`config.mk`:
```
export PLATFORM = sky130hd
export DESIGN_NAME = sha256_chain_core
export DESIGN_NICKNAME = d
export VERILOG_FILES = /design/src/rtl/sha256_chain_core.sv
export SDC_FILE = /design/constraint.sdc
export NUM_CORES = 2
export LEC_CHECK = 0
export ABC_AREA = 1
export CORE_UTILIZATION = 40
export CTS_CLUSTER_SIZE = 40
export DETAILED_ROUTE_END_ITERATION = 8
export PLACE_DENSITY_LB_ADDON = 0.2
export RECOVER_POWER = 100
export SETUP_SLACK_MARGIN = 0.4
export SYNTH_ARGS = -nofsm -noshare
export SYNTH_HDL_FRONTEND = slang
export SYNTH_SLANG_ARGS = --single-unit
export TNS_END_PERCENT = 20
```
`constraint.sdc`:
```
create_clock -name clk_i -period 11.75 [get_ports clk_i]
set_clock_uncertainty 0.2 [all_clocks]
set_input_delay 3.525 -clock clk_i [delete_from_list [all_inputs] [get_ports clk_i]]
set_output_delay 3.525 -clock clk_i [all_outputs]
set_load 0.02 [all_outputs]
```
`src/rtl/sha256_chain_core.sv`:
```
// rtl/sha256_chain_core.sv - multi-block SHA-256 compression engine with chaining state
module sha256_chain_core #(
  parameter int ROUNDS_PER_CYCLE = 1
) (
  input  logic         clk_i,
  input  logic         rst_i,
  input  logic         in_valid,
  output logic         in_ready,
  input  logic [511:0] in_block,
  input  logic [1:0]   in_mode,
  input  logic [255:0] in_state,
  input  logic         in_last,
  output logic         out_valid,
  output logic [255:0] out_digest,
  input  logic         out_ready
);

  localparam int NUM_ITER = 64 / ROUNDS_PER_CYCLE;

  if (ROUNDS_PER_CYCLE != 1 && ROUNDS_PER_CYCLE != 2 &&
      ROUNDS_PER_CYCLE != 4 && ROUNDS_PER_CYCLE != 8) begin : g_bad_rpc
    $error("sha256_chain_core: ROUNDS_PER_CYCLE must be 1, 2, 4 or 8");
  end

  localparam logic [255:0] IV = {
    32'h6a09e667, 32'hbb67ae85, 32'h3c6ef372, 32'ha54ff53a,
    32'h510e527f, 32'h9b05688c, 32'h1f83d9ab, 32'h5be0cd19
  };

  localparam logic [31:0] K_TAB [64] = '{
    32'h428a2f98, 32'h71374491, 32'hb5c0fbcf, 32'he9b5dba5,
    32'h3956c25b, 32'h59f111f1, 32'h923f82a4, 32'hab1c5ed5,
    32'hd807aa98, 32'h12835b01, 32'h243185be, 32'h550c7dc3,
    32'h72be5d74, 32'h80deb1fe, 32'h9bdc06a7, 32'hc19bf174,
    32'he49b69c1, 32'hefbe4786, 32'h0fc19dc6, 32'h240ca1cc,
    32'h2de92c6f, 32'h4a7484aa, 32'h5cb0a9dc, 32'h76f988da,
    32'h983e5152, 32'ha831c66d, 32'hb00327c8, 32'hbf597fc7,
    32'hc6e00bf3, 32'hd5a79147, 32'h06ca6351, 32'h14292967,
    32'h27b70a85, 32'h2e1b2138, 32'h4d2c6dfc, 32'h53380d13,
    32'h650a7354, 32'h766a0abb, 32'h81c2c92e, 32'h92722c85,
    32'ha2bfe8a1, 32'ha81a664b, 32'hc24b8b70, 32'hc76c51a3,
    32'hd192e819, 32'hd6990624, 32'hf40e3585, 32'h106aa070,
    32'h19a4c116, 32'h1e376c08, 32'h2748774c, 32'h34b0bcb5,
    32'h391c0cb3, 32'h4ed8aa4a, 32'h5b9cca4f, 32'h682e6ff3,
    32'h748f82ee, 32'h78a5636f, 32'h84c87814, 32'h8cc70208,
    32'h90befffa, 32'ha4506ceb, 32'hbef9a3f7, 32'hc67178f2
  };

  typedef enum logic [1:0] {
    ST_IDLE  = 2'd0,
    ST_ROUND = 2'd1,
    ST_FINAL = 2'd2,
    ST_OUT   = 2'd3
  } state_t;

  function automatic logic [31:0] rotr(input logic [31:0] x, input int n);
    return (x >> n) | (x << (32 - n));
  endfunction

  function automatic logic [31:0] bsig0(input logic [31:0] x);
    return rotr(x, 2) ^ rotr(x, 13) ^ rotr(x, 22);
  endfunction

  function automatic logic [31:0] bsig1(input logic [31:0] x);
    return rotr(x, 6) ^ rotr(x, 11) ^ rotr(x, 25);
  endfunction

  function automatic logic [31:0] ssig0(input logic [31:0] x);
    return rotr(x, 7) ^ rotr(x, 18) ^ (x >> 3);
  endfunction

  function automatic logic [31:0] ssig1(input logic [31:0] x);
    return rotr(x, 17) ^ rotr(x, 19) ^ (x >> 10);
  endfunction

  // Slide the 16-word schedule window forward by ROUNDS_PER_CYCLE words.
  // Later new words may depend on earlier new words, hence the extended buffer.
  function automatic logic [15:0][31:0] next_window(input logic [15:0][31:0] w);
    logic [31:0]       x [16+ROUNDS_PER_CYCLE];
    logic [15:0][31:0] r;
    for (int j = 0; j < 16; j++) begin
      x[j] = w[j];
    end
    for (int j = 16; j < 16 + ROUNDS_PER_CYCLE; j++) begin
      x[j] = x[j-16] + ssig0(x[j-15]) + x[j-7] + ssig1(x[j-2]);
    end
    for (int j = 0; j < 16; j++) begin
      r[j] = x[j+ROUNDS_PER_CYCLE];
    end
    return r;
  endfunction

  // ROUNDS_PER_CYCLE chained rounds starting at round index t0; w[k] holds W[t0+k].
  function automatic logic [255:0] compress(input logic [255:0]      st,
                                            input logic [5:0]        t0,
                                            input logic [15:0][31:0] w);
    logic [31:0] a, b, c, d, e, f, g, h, t1, t2;
    logic [5:0]  t;
    a = st[255:224]; b = st[223:192]; c = st[191:160]; d = st[159:128];
    e = st[127:96];  f = st[95:64];   g = st[63:32];   h = st[31:0];
    for (int k = 0; k < ROUNDS_PER_CYCLE; k++) begin
      t  = t0 + 6'(k);
      t1 = h + bsig1(e) + ((e & f) ^ (~e & g)) + K_TAB[t] + w[k];
      t2 = bsig0(a) + ((a & b) ^ (a & c) ^ (b & c));
      h  = g;
      g  = f;
      f  = e;
      e  = d + t1;
      d  = c;
      c  = b;
      b  = a;
      a  = t1 + t2;
    end
    return {a, b, c, d, e, f, g, h};
  endfunction

  state_t            state_q;
  logic [5:0]        cnt_q;
  logic              last_q;
  logic [255:0]      base_q;
  logic [255:0]      chain_q;
  logic [255:0]      wv_q;
  logic [15:0][31:0] w_q;
  logic              in_ready_q;
  logic              out_valid_q;
  logic [255:0]      out_digest_q;

  logic [255:0]      base_d;
  logic [255:0]      wv_d;
  logic [15:0][31:0] w_d;
  logic [15:0][31:0] w_load;
  logic [255:0]      hsum_d;
  logic [5:0]        t_base;

  assign t_base = cnt_q * 6'(ROUNDS_PER_CYCLE);
  assign wv_d   = compress(wv_q, t_base, w_q);
  assign w_d    = next_window(w_q);

  // Starting hash value chosen by the block's mode; the reserved mode behaves like mode 0.
  always_comb begin
    case (in_mode)
      2'd1:    base_d = chain_q;
      2'd2:    base_d = in_state;
      default: base_d = IV;
    endcase
  end

  // Unpack the block so W0 sits at window slot 0.
  always_comb begin
    w_load = '0;
    for (int j = 0; j < 16; j++) begin
      w_load[j] = in_block[511-32*j -: 32];
    end
  end

  // Feed-forward: word-wise sum of the starting hash and the working variables.
  always_comb begin
    hsum_d = '0;
    for (int j = 0; j < 8; j++) begin
      hsum_d[255-32*j -: 32] = base_q[255-32*j -: 32] + wv_q[255-32*j -: 32];
    end
  end

  // Control FSM, datapath registers and registered handshake outputs.
  always_ff @(posedge clk_i) begin
    if (rst_i) begin
      state_q      <= ST_IDLE;
      cnt_q        <= '0;
      last_q       <= 1'b0;
      base_q       <= IV;
      chain_q      <= IV;
      wv_q         <= IV;
      w_q          <= '0;
      in_ready_q   <= 1'b0;
      out_valid_q  <= 1'b0;
      out_digest_q <= '0;
    end else begin
      case (state_q)
        ST_IDLE: begin
          if (in_ready_q && in_valid) begin
            base_q     <= base_d;
            wv_q       <= base_d;
            w_q        <= w_load;
            last_q     <= in_last;
            cnt_q      <= '0;
            in_ready_q <= 1'b0;
            state_q    <= ST_ROUND;
          end else begin
            in_ready_q <= 1'b1;
          end
        end
        ST_ROUND: begin
          wv_q <= wv_d;
          w_q  <= w_d;
          if (cnt_q == 6'(NUM_ITER - 1)) begin
            state_q <= ST_FINAL;
          end else begin
            cnt_q <= cnt_q + 6'd1;
          end
        end
        ST_FINAL: begin
          chain_q <= hsum_d;
          if (last_q) begin
            out_digest_q <= hsum_d;
            out_valid_q  <= 1'b1;
            state_q      <= ST_OUT;
          end else begin
            in_ready_q <= 1'b1;
            state_q    <= ST_IDLE;
          end
        end
        ST_OUT: begin
          if (out_ready) begin
            out_valid_q <= 1'b0;
            in_ready_q  <= 1'b1;
            state_q     <= ST_IDLE;
          end
        end
        default: state_q <= ST_IDLE;
      endcase
    end
  end

  assign in_ready   = in_ready_q;
  assign out_valid  = out_valid_q;
  assign out_digest = out_digest_q;

endmodule
```
==> run_results.csv <==
group,metric,value,unit
die,initial_core_util,0.4024,
worst_setup_path,slowest_delay,3020,ps
place,place_congestion,1.009,
worst_setup_path,startpoint_type,"input port",
worst_setup_path,critical_path_class,"input port to register",
logic_synthesis,syn_avg_cell_area,7.062,um2
worst_setup_path,cp_data_arrival_time,10780,ps
global_route,grt_pass1_wl,615600,um
route,drc,0,
logic_synthesis,synthMuxAreaShare,0,
route,post_drt_wl_per_cell,25.04,um
die,ios,1033,
outcome,status,"complete, but fails checks",
sta,fin_tns_setup,0,ps
logic_synthesis,synth_xor_area_frac,0.04004,
cts,cts_made_buffers,176,
job,cap_violations,15,
cts,htreeDepth,4,
die,core-area,0.2354,mm2
final_layout,final_cell_mix,"3122 x nand2_1, 1660 x inv_1, 1545 x dfxtp_1",
die,die_w,488.6,um
global_route,antenna_found_initial,42,
final_layout,stdcell_count,17210,
place,port-buffer-count,1032,
worst_setup_path,crit_path_end_kind,"register",
worst_setup_path,critPathMaxFanout,74,
cts,cts.sinks,1547,
sta,max_freq,0.09760,GHz
place,hpwl,330200,um
outcome,violations,"capacitance limit, slew limit",
sta,slew_headroom,-1.848,
logic_synthesis,synth-simple-area-share,0.1930,
worst_setup_path,crit_path_cell_trace,"dlygate4sd3_1, nand2_1, nor2_1, nor2_1, clkbuf_1, buf_4, a221oi_1, nand2_1, inv_1",
logic_synthesis,synth_cell_types,72,
logic_synthesis,synth_compound_area_frac,0.2444,
sta,slew_viol_final,939,
logic_synthesis,synth_area,0.09472,mm2
sta,period_share,0.8720,
worst_setup_path,crit_family,"buffers and inverters",
global_route,grt_usage,0.3461,
route,drt-initial-drc-count,10820,
cts,post_cts_buffers,0,
logic_synthesis,ys_seq_area_frac,0.3270,
worst_setup_path,worstPathRequired,12280,ps
final_layout,drive_above_1_share,0.03372,
cts,cts_tree,"done",
sta,fin_crit,10250,ps
sta,rsz0062_at_grt,"false",
global_route,grt_pass1_vias,89820,
die,fp.dieH,488.6,um
die,row_count,178,
cts,cts-root-buf,"clkbuf_16",
logic_synthesis,synth_edf_count,0,
global_route,grt_max_degree,265,
logic_synthesis,ys_async_sr_fraction,0,
final_layout,area_growth,18.90,%
route,vias_per_cell,5.624,
die,die_area,0.2387,mm2
cts,postCtsHoldBufs,0,
cts,clock_latency,860,ps
route,wirelength,430800,um
logic_synthesis,synth_top_family_by_area,"compound AO/OA/AOI/OAI gates",
worst_setup_path,reg2reg_slack,2900,ps
final_layout,nNetsFinal,15270,
global_route,overflow,0,
route,vias,96780,
logic_synthesis,synth_fp_nets,14780,
cts,cts_buffer_depth,3,
route,antenna_left,0,
place,pre_cts_ws,3521,ps
hold_path,hp-class,"register to register",
worst_setup_path,cp_num_buf_inv,4,
sta,hold-worst-slack,252.2,ps
logic_synthesis,yosys.area_share.adder,0.09429,
route,first_pass_iters,6,
sta,setup_viol,0,
sta,worst_pin_slew,4273,ps
logic_synthesis,ys_ff_latch,1547,
cts,path_clk_slew,60,ps
cts,cts_resized,0,
sta,hold_viol,0,
place,place_inst,16870,
logic_synthesis,synthesis.instances,13410,
worst_setup_path,cp_slowest_cell,"clkbuf_1",
logic_synthesis,ys.flop_type,"dfxtp_1",
logic_synthesis,yosys_warnings,0,
final_layout,final_common_cell,"nand2_1",
sta,setup_ws,1504,ps
[state kept, by name, summed over array words and instances, names as in the netlist]
name and cells:
base_q 256, wv_q 256, chain_q 256, out_digest 256, w_d 480, w_q 32
last_q 1, out_valid 1, state_q 2, in_ready 1, cnt_q 6
[cells in the mapped netlist, types with 83 or more instances]
cell | number | area (um2)
o211ai_1 | 151 | 1134
xor2_1 | 230 | 2014
a31oi_1 | 552 | 3453
o21bai_1 | 212 | 1592
nand2_1 | 3124 | 11730
inv_1 | 1662 | 6238
clkbuf_1 | 586 | 2200
dfxtp_1 | 1547 | 30970
fa_1 | 195 | 3904
o221ai_1 | 92 | 805.8
nor2_1 | 607 | 2278
xnor2_1 | 203 | 1778
ha_1 | 401 | 5017
a221o_1 | 136 | 1361
buf_2 | 163 | 815.8
nand3_1 | 559 | 2798
nor3_1 | 83 | 415.4
a21oi_1 | 824 | 4124
o21ai_0 | 1356 | 6787
[layer usage]
layer	up-vias	share of wire	global-route usage
met2	4243	0.43	0.5173
met3	808	0.084	0.06454
met1	45930	0.44	0.4805
met4	20	0.049	0.1543
li1	45770	-	-
met5	-	0.00030	0
[logic make-up after synthesis]
kind of cell,after synthesis
fa+ha+maj,597
simple gates,4533
compound gates,3801
buf+inv,2501
xor+xnor,433
flops,1547
[through the flow]
stage | area, um2 | utilization
finish | 112600 | 0.4784
global route | 112600 | 0.4784
CTS | 112600 | 0.4785
detailed placement | 106700 | 0.4532
global placement | 106700 | 0.4532
floorplan | 94720 | -
[worst register-to-register path, delay by kind of cell (launching register included)]
| family | cells | cell delay, ps |
|---|---|---|
| compound gates | 11 | 2640 |
| xor+xnor | 1 | 440 |
| fa+ha+maj | 4 | 1870 |
| buf+inv | 8 | 1710 |
| flops | 1 | 310 |
| simple gates | 7 | 1610 |
[layout make-up]
| type | count | area [um2] |
|---|---|---|
| antenna | 31 | 77.57 |
| clock buffer | 258 | 5064 |
| clock inverter | 52 | 892.1 |
| fill | 24420 | 122800 |
| inverter | 1677 | 6339 |
| multi-input combinational | 9364 | 54170 |
| sequential | 1547 | 30970 |
| tap | 3150 | 3941 |
| timing repair buffer | 1128 | 11160 |
[path summary, 6_finish.rpt]
check / start / end / cells after the start
max reg2reg: cnt_q[2] / wv_q[242] / 31
min reg2reg: chain_q[128] / chain_q[128] / 2
min: chain_q[128] / chain_q[128] / 2
max: in_valid / wv_q[106] / 9
Power is not shown: default switching activity piles up to over one toggle a cycle in this logic, so the estimate is an artifact.
